**src/rtl/serial_tx.sv**
```systemverilog
// Parallel-in, serial-out transmitter: valid/ready word load, LSB-first bit stream with frame/last markers.
// Optional even-parity trailer bit enabled by defining SERIAL_TX_PARITY_EN.
module serial_tx #(
  parameter int WIDTH = 8
) (
  input  logic             clk,
  input  logic             clear,
  input  logic             load_valid,
  output logic             load_ready,
  input  logic [WIDTH-1:0] data_in,
  output logic             tx_bit,
  output logic             tx_frame,
  output logic             tx_last
);

  localparam int CNT_W = $clog2(WIDTH + 1);

`ifdef SERIAL_TX_PARITY_EN
  typedef enum logic [1:0] {IDLE = 2'd0, SHIFT = 2'd1, PAR = 2'd2} state_t;
`else
  typedef enum logic [1:0] {IDLE = 2'd0, SHIFT = 2'd1} state_t;
`endif

  state_t           state;
  state_t           state_nxt;
  logic [WIDTH-1:0] shreg;
  logic [CNT_W-1:0] cnt;
  logic             accept;
  logic             last_data;

`ifdef SERIAL_TX_PARITY_EN
  logic             par;

  function automatic logic even_parity(input logic [WIDTH-1:0] d);
    return ^d;
  endfunction
`endif

  assign accept    = load_valid & load_ready;
  assign last_data = (state == SHIFT) && (cnt == CNT_W'(WIDTH - 1));

  always_ff @(posedge clk) begin
    if (clear) begin
      state <= IDLE;
    end else begin
      state <= state_nxt;
    end
  end

  always_comb begin
    state_nxt = state;
    case (state)
      IDLE: begin
        if (accept) state_nxt = SHIFT;
      end
      SHIFT: begin
        if (last_data) begin
`ifdef SERIAL_TX_PARITY_EN
          state_nxt = PAR;
`else
          state_nxt = accept ? SHIFT : IDLE;
`endif
        end
      end
`ifdef SERIAL_TX_PARITY_EN
      PAR: begin
        state_nxt = accept ? SHIFT : IDLE;
      end
`endif
      default: state_nxt = IDLE;
    endcase
  end

  // Datapath: an accept always reloads, otherwise shift only while in SHIFT.
  always_ff @(posedge clk) begin
    if (clear) begin
      shreg <= '0;
      cnt   <= '0;
`ifdef SERIAL_TX_PARITY_EN
      par   <= 1'b0;
`endif
    end else if (accept) begin
      shreg <= data_in;
      cnt   <= '0;
`ifdef SERIAL_TX_PARITY_EN
      par   <= even_parity(data_in);
`endif
    end else if (state == SHIFT) begin
      shreg <= shreg >> 1;
      cnt   <= cnt + CNT_W'(1);
    end
  end

  always_comb begin
    tx_frame   = 1'b0;
    tx_bit     = 1'b0;
    tx_last    = 1'b0;
    load_ready = 1'b0;
    case (state)
      IDLE: begin
        load_ready = 1'b1;
      end
      SHIFT: begin
        tx_frame = 1'b1;
        tx_bit   = shreg[0];
`ifndef SERIAL_TX_PARITY_EN
        tx_last    = last_data;
        load_ready = last_data;
`endif
      end
`ifdef SERIAL_TX_PARITY_EN
      PAR: begin
        tx_frame   = 1'b1;
        tx_bit     = par;
        tx_last    = 1'b1;
        load_ready = 1'b1;
      end
`endif
      default: begin
        load_ready = 1'b1;
      end
    endcase
  end

endmodule

```
**config.mk**
```make
export PLATFORM = sky130hd
export DESIGN_NAME = serial_tx
export DESIGN_NICKNAME = d
export VERILOG_FILES = /design/src/rtl/serial_tx.sv
export SDC_FILE = /design/constraint.sdc
export NUM_CORES = 1
export LEC_CHECK = 0
export ABC_AREA = 1
export ABC_CLOCK_PERIOD_IN_PS = 2500
export BUFFER_PORTS_ARGS = -buffer_cell sky130_fd_sc_hd__buf_4
export CELL_PAD_IN_SITES_DETAIL_PLACEMENT = 0
export CELL_PAD_IN_SITES_GLOBAL_PLACEMENT = 1
export CORE_UTILIZATION = 39
export CTS_CLUSTER_SIZE = 24
export DETAILED_ROUTE_END_ITERATION = 12
export PLACE_DENSITY_LB_ADDON = 0.1
export SKIP_CTS_REPAIR_TIMING = 1
export SLEW_MARGIN = 0
export SYNTH_ARGS = -nofsm -noshare
export SYNTH_HDL_FRONTEND = slang
export SYNTH_SLANG_ARGS = --single-unit
```
**constraint.sdc**
```tcl
create_clock -name clk -period 2.5 [get_ports clk]
set_input_delay 0.375 -clock clk [delete_from_list [all_inputs] [get_ports clk]]
set_output_delay 0.375 -clock clk [all_outputs]
set_load 0.005 [all_outputs]
```
==> metrics.md, run 1 <==
| Metric | Value |
|---|---|
| Status | completed |
| R2R setup slack | 1140 ps |
| Max Clk Rate | 0.576 GHz |
| Total grt overflow | 0 |
| IO Pins | 15 |
| Worst r2r src | cnt[0] |
| Cell count after synthesis | 93 |
| Number of nets with antenna violations after routing | 0 |
| CTS clock-pin slew for the worst setup and hold paths | about 80 ps |
| Worst Path Required | between 2000 and 2500 ps |
| Commonest non-fill, non-tap cell in the layout | nor2_1 |
| Synthesized area per cell | 7.52 um2 |
| Final Setup Violations | 0 |
| Clock tree from TritonCTS | built |
| Minimum clock period | 1740 ps |
| CP peak stage delay | just under 400 ps |
| Vias | 611 |
| FF-to-FF End | cnt[3] |
| DR pass1 iterations | 4 |
| Register bit count reported by yosys | 13 |
| Area Growth Syn to Fin | 16.5% |
| Maximum VDD drop | 0.274 mV |
| Unique masters post-synth | 23 |
| Routing usage on met2 | 0.241 |
| Final WL | 1330 um |
| Number of max-cap violations | 0 |
| Setup crit end kind | output port |
| Crit path max fanout | 18 |
| Cell Area, Placed | ~790 um2 |
| Final Max Tran Viols | 0 |
| Syn Nets | 105 |
| Slew @ Worst Pin | 457 ps |
| CP Class | reg2out |
| Commonest non-fill, non-tap cells in the layout | 18 x nor2_1, 14 x buf_4, 13 x dfxtp_1, 11 x nand2_1 |
| Cell row count | 14 |
| Clock Root Buffer | clkbuf_4 |
| Clock Path Buffers | 2 |
| Util after Layout | 0.511 |
| Period utilisation layout | 0.694 |
| Vias per cell | about 4.7 |
| Fin. Hold Viols | 0 |
| Finished Cell Area | 815 um2 |
| Leak | 0.357 nW |
| Placer congestion estimate | 0.837 |
| Initial antenna violation count | 0 |
| Worst path buffer plus inverter count | 1 |
| Crit-path slowest cell | dfxtp_1 |
| WHS Path Cells | 2 |
| Mapped Area | 699 um2 |
| Port bufs | 14 |
| Share of layout cells above drive strength 1 | 0.274 |
| Delay-heaviest family, CP | flip-flops |
| CP arrival | 1360 ps |
| Initial Utilization | 0.439 |
| Clk_lat worst skew | 270 ps |
| Pin count of the biggest net entering global routing | 19 |
| Crit path depth | 4 |
| H-tree depth | 1 |
| Layout Nets | 119 |
| DRT iter0 DRCs | 18 |
| Sequential share of the synthesized area | 0.372 |
| Clock sinks | 13 |
| Gr busiest metal | met2 |
| Endpoint, Worst Hold | state[0] |
| RSZ-0062 raised after global routing | no |
| R2R cell count | 6 |
| DRC viols | 0 |
| Final worst setup slack | 764 ps |
| Core footprint | roughly 1600 um2 |
| Crit-path cells | ha_1, nand3_2, nand2_4, buf_4 |
| Setup total negative slack | 0 ps |
| Vias in the first global route | 554 |
| Met1 Use GR | 0.219 |
| Worst Hold Launch | clear |
| Place WS | 1070 ps |
| CP startpoint kind | register |
| Synth Warn # | 0 |
| Clk_skew | about 1.4 ps |
| Die area | 1970 um2 |
| WL per Instance | 10.2 um |
| DP Wirelength | 955 um |
| Chip width | 44.4 um |
| Total track usage | 0.163 |
| Total power | 0.445 mW |
| Grt met3 use | 0.0245 |
| Diodes inserted | 0 |
| Worst min path class | in2reg |
| Die Y | 44.4 um |
| Slew margin rel. | 0.695 |
| PD cells | 546 nW/um2 |
| First-pass GRT wire length | 2360 um |
| Num CTS Buffers | 3 |
-- sequential cells by signal (all words and copies together), names as in the netlist --
signal	flops
state	1
shreg	8
cnt	4
-- final cells by class --
| type | instances | area [um2] |
|---|---|---|
| fillers | 171 | 779 |
| multi-input cells | 64 | 352 |
| flip-flops and latches | 13 | 260 |
| repair buffers | 14 | 105 |
| inverters | 11 | 41.3 |
| well taps | 24 | 30.0 |
| clock buffers | 4 | 26.3 |
-- metrics by stage --
step / hold WS [ps] / instances
after floorplan: 437 / 93
after global placement: 450 / 126
final: 270 / 130
after CTS: 259 / 130
after global routing: 264 / 130
after detailed placement: 471 / 126
-- cell families (layout without fill, tap and decap cells) --
family / Yosys count / count (layout) / share of synthesized area
AND/OR/NAND/NOR: 43 / 43 / 0.286
multiplexers: 1 / 1 / 0.0143
buffers and inverters: 16 / 29 / 0.125
adder cells (fa/ha/maj): 1 / 1 / 0.0179
XOR/XNOR: 2 / 2 / 0.0250
flip-flops: 13 / 13 / 0.372
AO/OA/AOI/OAI: 17 / 17 / 0.159
-- power by group --
part	internal, mW	switching, mW	total [mW]
sequential	0.221	0.0116	0.233
clock	0.0618	0.0672	0.129
combinational	0.0370	0.0462	0.0832
total	0.320	0.125	0.445
-- cell usage after synthesis --
master | instances | area share
buf_8 | 1 | 0.021
inv_1 | 9 | 0.048
nand2_1 | 11 | 0.059
nor2_4 | 1 | 0.016
ha_1 | 1 | 0.018
a21oi_1 | 3 | 0.021
o21ai_1 | 1 | 0.0071
nand4_1 | 1 | 0.0090
nor2_1 | 18 | 0.097
buf_4 | 2 | 0.021
xor2_1 | 1 | 0.013
nand2_4 | 1 | 0.016
mux2i_1 | 1 | 0.014
o21ai_0 | 6 | 0.043
dfxtp_1 | 13 | 0.37
inv_2 | 2 | 0.011
buf_6 | 1 | 0.016
nor3b_1 | 1 | 0.011
buf_2 | 1 | 0.0071
nand3_2 | 1 | 0.014
nand3_1 | 9 | 0.064
xnor2_1 | 1 | 0.013
a21oi_2 | 7 | 0.088
-- per-layer routing --
metal / vias up / wire length (um) / share of wire
met5: - / 0 / 0
met4: 0 / 9 / 0.0068
met3: 2 / 52 / 0.039
met2: 13 / 580 / 0.44
met1: 271 / 689 / 0.52
li1: 325 / - / -
-- worst max-delay path by stage --
stage,from,endpoint,slack [ps]
after detailed placement,cnt[0],load_ready,1070
after global routing,cnt[0],load_ready,670
after floorplan,cnt[0],load_ready,1250
after CTS,cnt[0],load_ready,760
after global placement,cnt[0],load_ready,1130
final,cnt[0],load_ready,760
No activity file was read; power rests on OpenSTA's default activity.
==> run 2, diff against run 1 <==
ABC_CLOCK_PERIOD_IN_PS = 1800   (was 2500)
CORE_UTILIZATION = 36   (was 39)
clock period = 1.8 ns   (was 2.5 ns; I/O delays follow)
==> metrics.md, run 2 (synthesis gave the netlist of run 1 again) <==
| Metric | Value |
|---|---|
| First-pass GRT wire length | 2340 um (-0.85%) |
| Initial antenna violation count | 0 (unchanged) |
| Area Growth Syn to Fin | 16.6% |
| Chip width | 46.1 um (+3.9%) |
| Cell Area, Placed | 790 um2 (+0.16%) |
| Cell row count | 15 (+1) |
| Clock power share | 0.285 (-0.005) |
| Total track usage | 0.162 (-0.000807) |
| Vias per cell | 4.54 (-3.4%) |
| Vias in the first global route | 528 (-4.7%) |
| Period utilisation layout | 0.890 |
| PD cells | 751 nW/um2 (+38%) |
| R2R cell count | 4 (-2) |
| Max Clk Rate | approximately 0.62 GHz |
| Clock sinks | 13 (unchanged) |
| Number of nets with antenna violations after routing | 0 (unchanged) |
| Hold Slack | 165 ps (-105 ps) |
| Die area | 2120 um2 (+7.9%) |
| CTS clock-pin slew for the worst setup and hold paths | 70 ps (about the same) |
| Grt met3 use | 0.0471 (+0.0226) |
| DRT iter0 DRCs | 5 (-13) |
| Routing usage on met2 | 0.245 (+0.00389) |
| Setup crit end kind | output port |
| Minimum clock period | 1600 ps |
| Flop pwr share | 0.527 (+0.004) |
| Maximum VDD drop | 0.376 mV (+37%) |
| Crit. Startpoint | cnt[0] |
| Status | completed |
| Crit path max fanout | 18 (unchanged) |
| Psw | 0.169 mW (+35%) |
| Layout Nets | 119 (unchanged) |
| Pin count of the biggest net entering global routing | 19 (unchanged) |
| Crit-path slowest cell | dfxtp_1 |
| Max reg flops | 8 (unchanged) |
| Clock tree from TritonCTS | built |
| Fin. Hold Viols | 0 (unchanged) |
| Commonest non-fill, non-tap cell in the layout | nor2_1 |
| Diodes inserted | 0 (unchanged) |
| Total power | 0.613 mW (+38%) |
| Leak | 0.357 nW (unchanged) |
| Setup total negative slack | 0 ps (unchanged) |
| DR pass1 iterations | 3 (-1) |
| Clock Path Buffers | 2 (unchanged) |
| Die Y | 46.1 um (+3.9%) |
| Met1 Use GR | 0.199 (-0.0196) |
| RSZ-0062 raised after global routing | no |
| Biggest register | shreg |
| Crit-path cells | ha_1, nand3_2, nand2_4, buf_4 |
| Core footprint | 1760 um2 (+11%) |
| Port bufs | 14 (unchanged) |
| Slew @ Worst Pin | 447 ps (-9.79 ps) |
| H-tree depth | 1 (unchanged) |
| CP startpoint kind | register |
| Number of max-cap violations | 0 (unchanged) |
| Final Max Tran Viols | 0 (unchanged) |
| Final Setup Violations | 0 (unchanged) |
| Worst Path Required | 1530 ps (-590 ps) |
| Finished Cell Area | 816 um2 (+0.15%) |
| CP arrival | 1330 ps (-30 ps) |
| Internal power | 0.444 mW (+39%) |
| Crit path capture | load_ready |
| Total grt overflow | 0 (unchanged) |
| WL per Instance | 9.87 um (-3.7%) |
| DRC viols | 0 (unchanged) |
| R2R setup slack | 470 ps (-670 ps) |
| Worst min path class | in2reg |
| Vias | 595 (-2.6%) |
| Clk_skew | 2.41 ps (+1.03 ps) |
| DP Wirelength | 911 um (-4.6%) |
| IO Pins | 15 (unchanged) |
| Comb pwr share | 0.188 (about the same) |
| Clock Root Buffer | clkbuf_4 |
| Gr busiest metal | met2 |
| Worst r2r src | state[0] |
| Slew margin rel. | 0.702 (+0.00654) |
| Initial Utilization | 0.396 (-0.0423) |
| CP Class | reg2out |
| Placer congestion estimate | 0.796 (-4.9%) |
| CP peak stage delay | 380 ps (about the same) |
| Commonest non-fill, non-tap cells in the layout | 18 x nor2_1, 14 x buf_4, 13 x dfxtp_1, 11 x nand2_1 |
| Final WL | 1290 um (-2.9%) |
| Sw frac | 0.276 (-0.00565) |
| Share of layout cells above drive strength 1 | 0.274 (unchanged) |
| Top flop regs | shreg: 8 flops, cnt: 4 flops, state: 1 flops |
| FF-to-FF End | cnt[2] |
| Num CTS Buffers | 3 (unchanged) |
| Clk_lat worst skew | 270 ps (about the same) |
run 2: cell counts in the layout (fill, tap and decap cells not counted):
Identical to the previous run, type by type.
run 2: power groups by stage:
stage	clock network (mW)	logic [mW]	registers (mW)
after detailed placement	0	0.116	0.330
final	0.174	0.115	0.323
after CTS	0.188	0.117	0.323
after floorplan	0	0.0974	0.322
after global placement	0	0.117	0.329
after global routing	0.204	0.133	0.327
run 2: worst min-delay path by stage:
stage / end / start / slack, ps / cells after the start
detailed placement: state[0] / clear / 450 / 2
global route: state[0] / clear / 140 / 2
CTS: state[0] / clear / 150 / 2
floorplan: shreg[7] / clear / 340 / 1
finish: state[0] / clear / 160 / 2
global placement: shreg[7] / shreg[7] / 450 / 2
run 2: final cells by class:
class                           instances  area (um2)
Inverter                               11        41.3
Multi-Input combinational cell         64         352
Timing Repair Buffer                   14         105
Sequential cell                        13         260
Tap cell                               25        31.3
Fill cell                             202         948
Clock buffer                            4        26.3
run 2: metal layers:
metal	up-vias	share of wire
met5	-	0
met3	2	0.036
li1	324	-
met2	9	0.47
met4	0	0.0093
met1	260	0.48
run 2: metrics by stage:
step | instances | util | setup slack [ps]
detailed placement | 127 | 0.448 | 452
global route | 131 | 0.462 | 84.9
global placement | 127 | 0.448 | 516
CTS | 131 | 0.462 | 177
floorplan | 93 | - | 627
finish | 131 | 0.462 | 198
run 2: critical path, delay by kind of cell, from the launching register on:
kind	cells	cell delay (ps)
simple gates	2	310
fa+ha+maj	1	220
buf+inv	1	160
flops	1	380
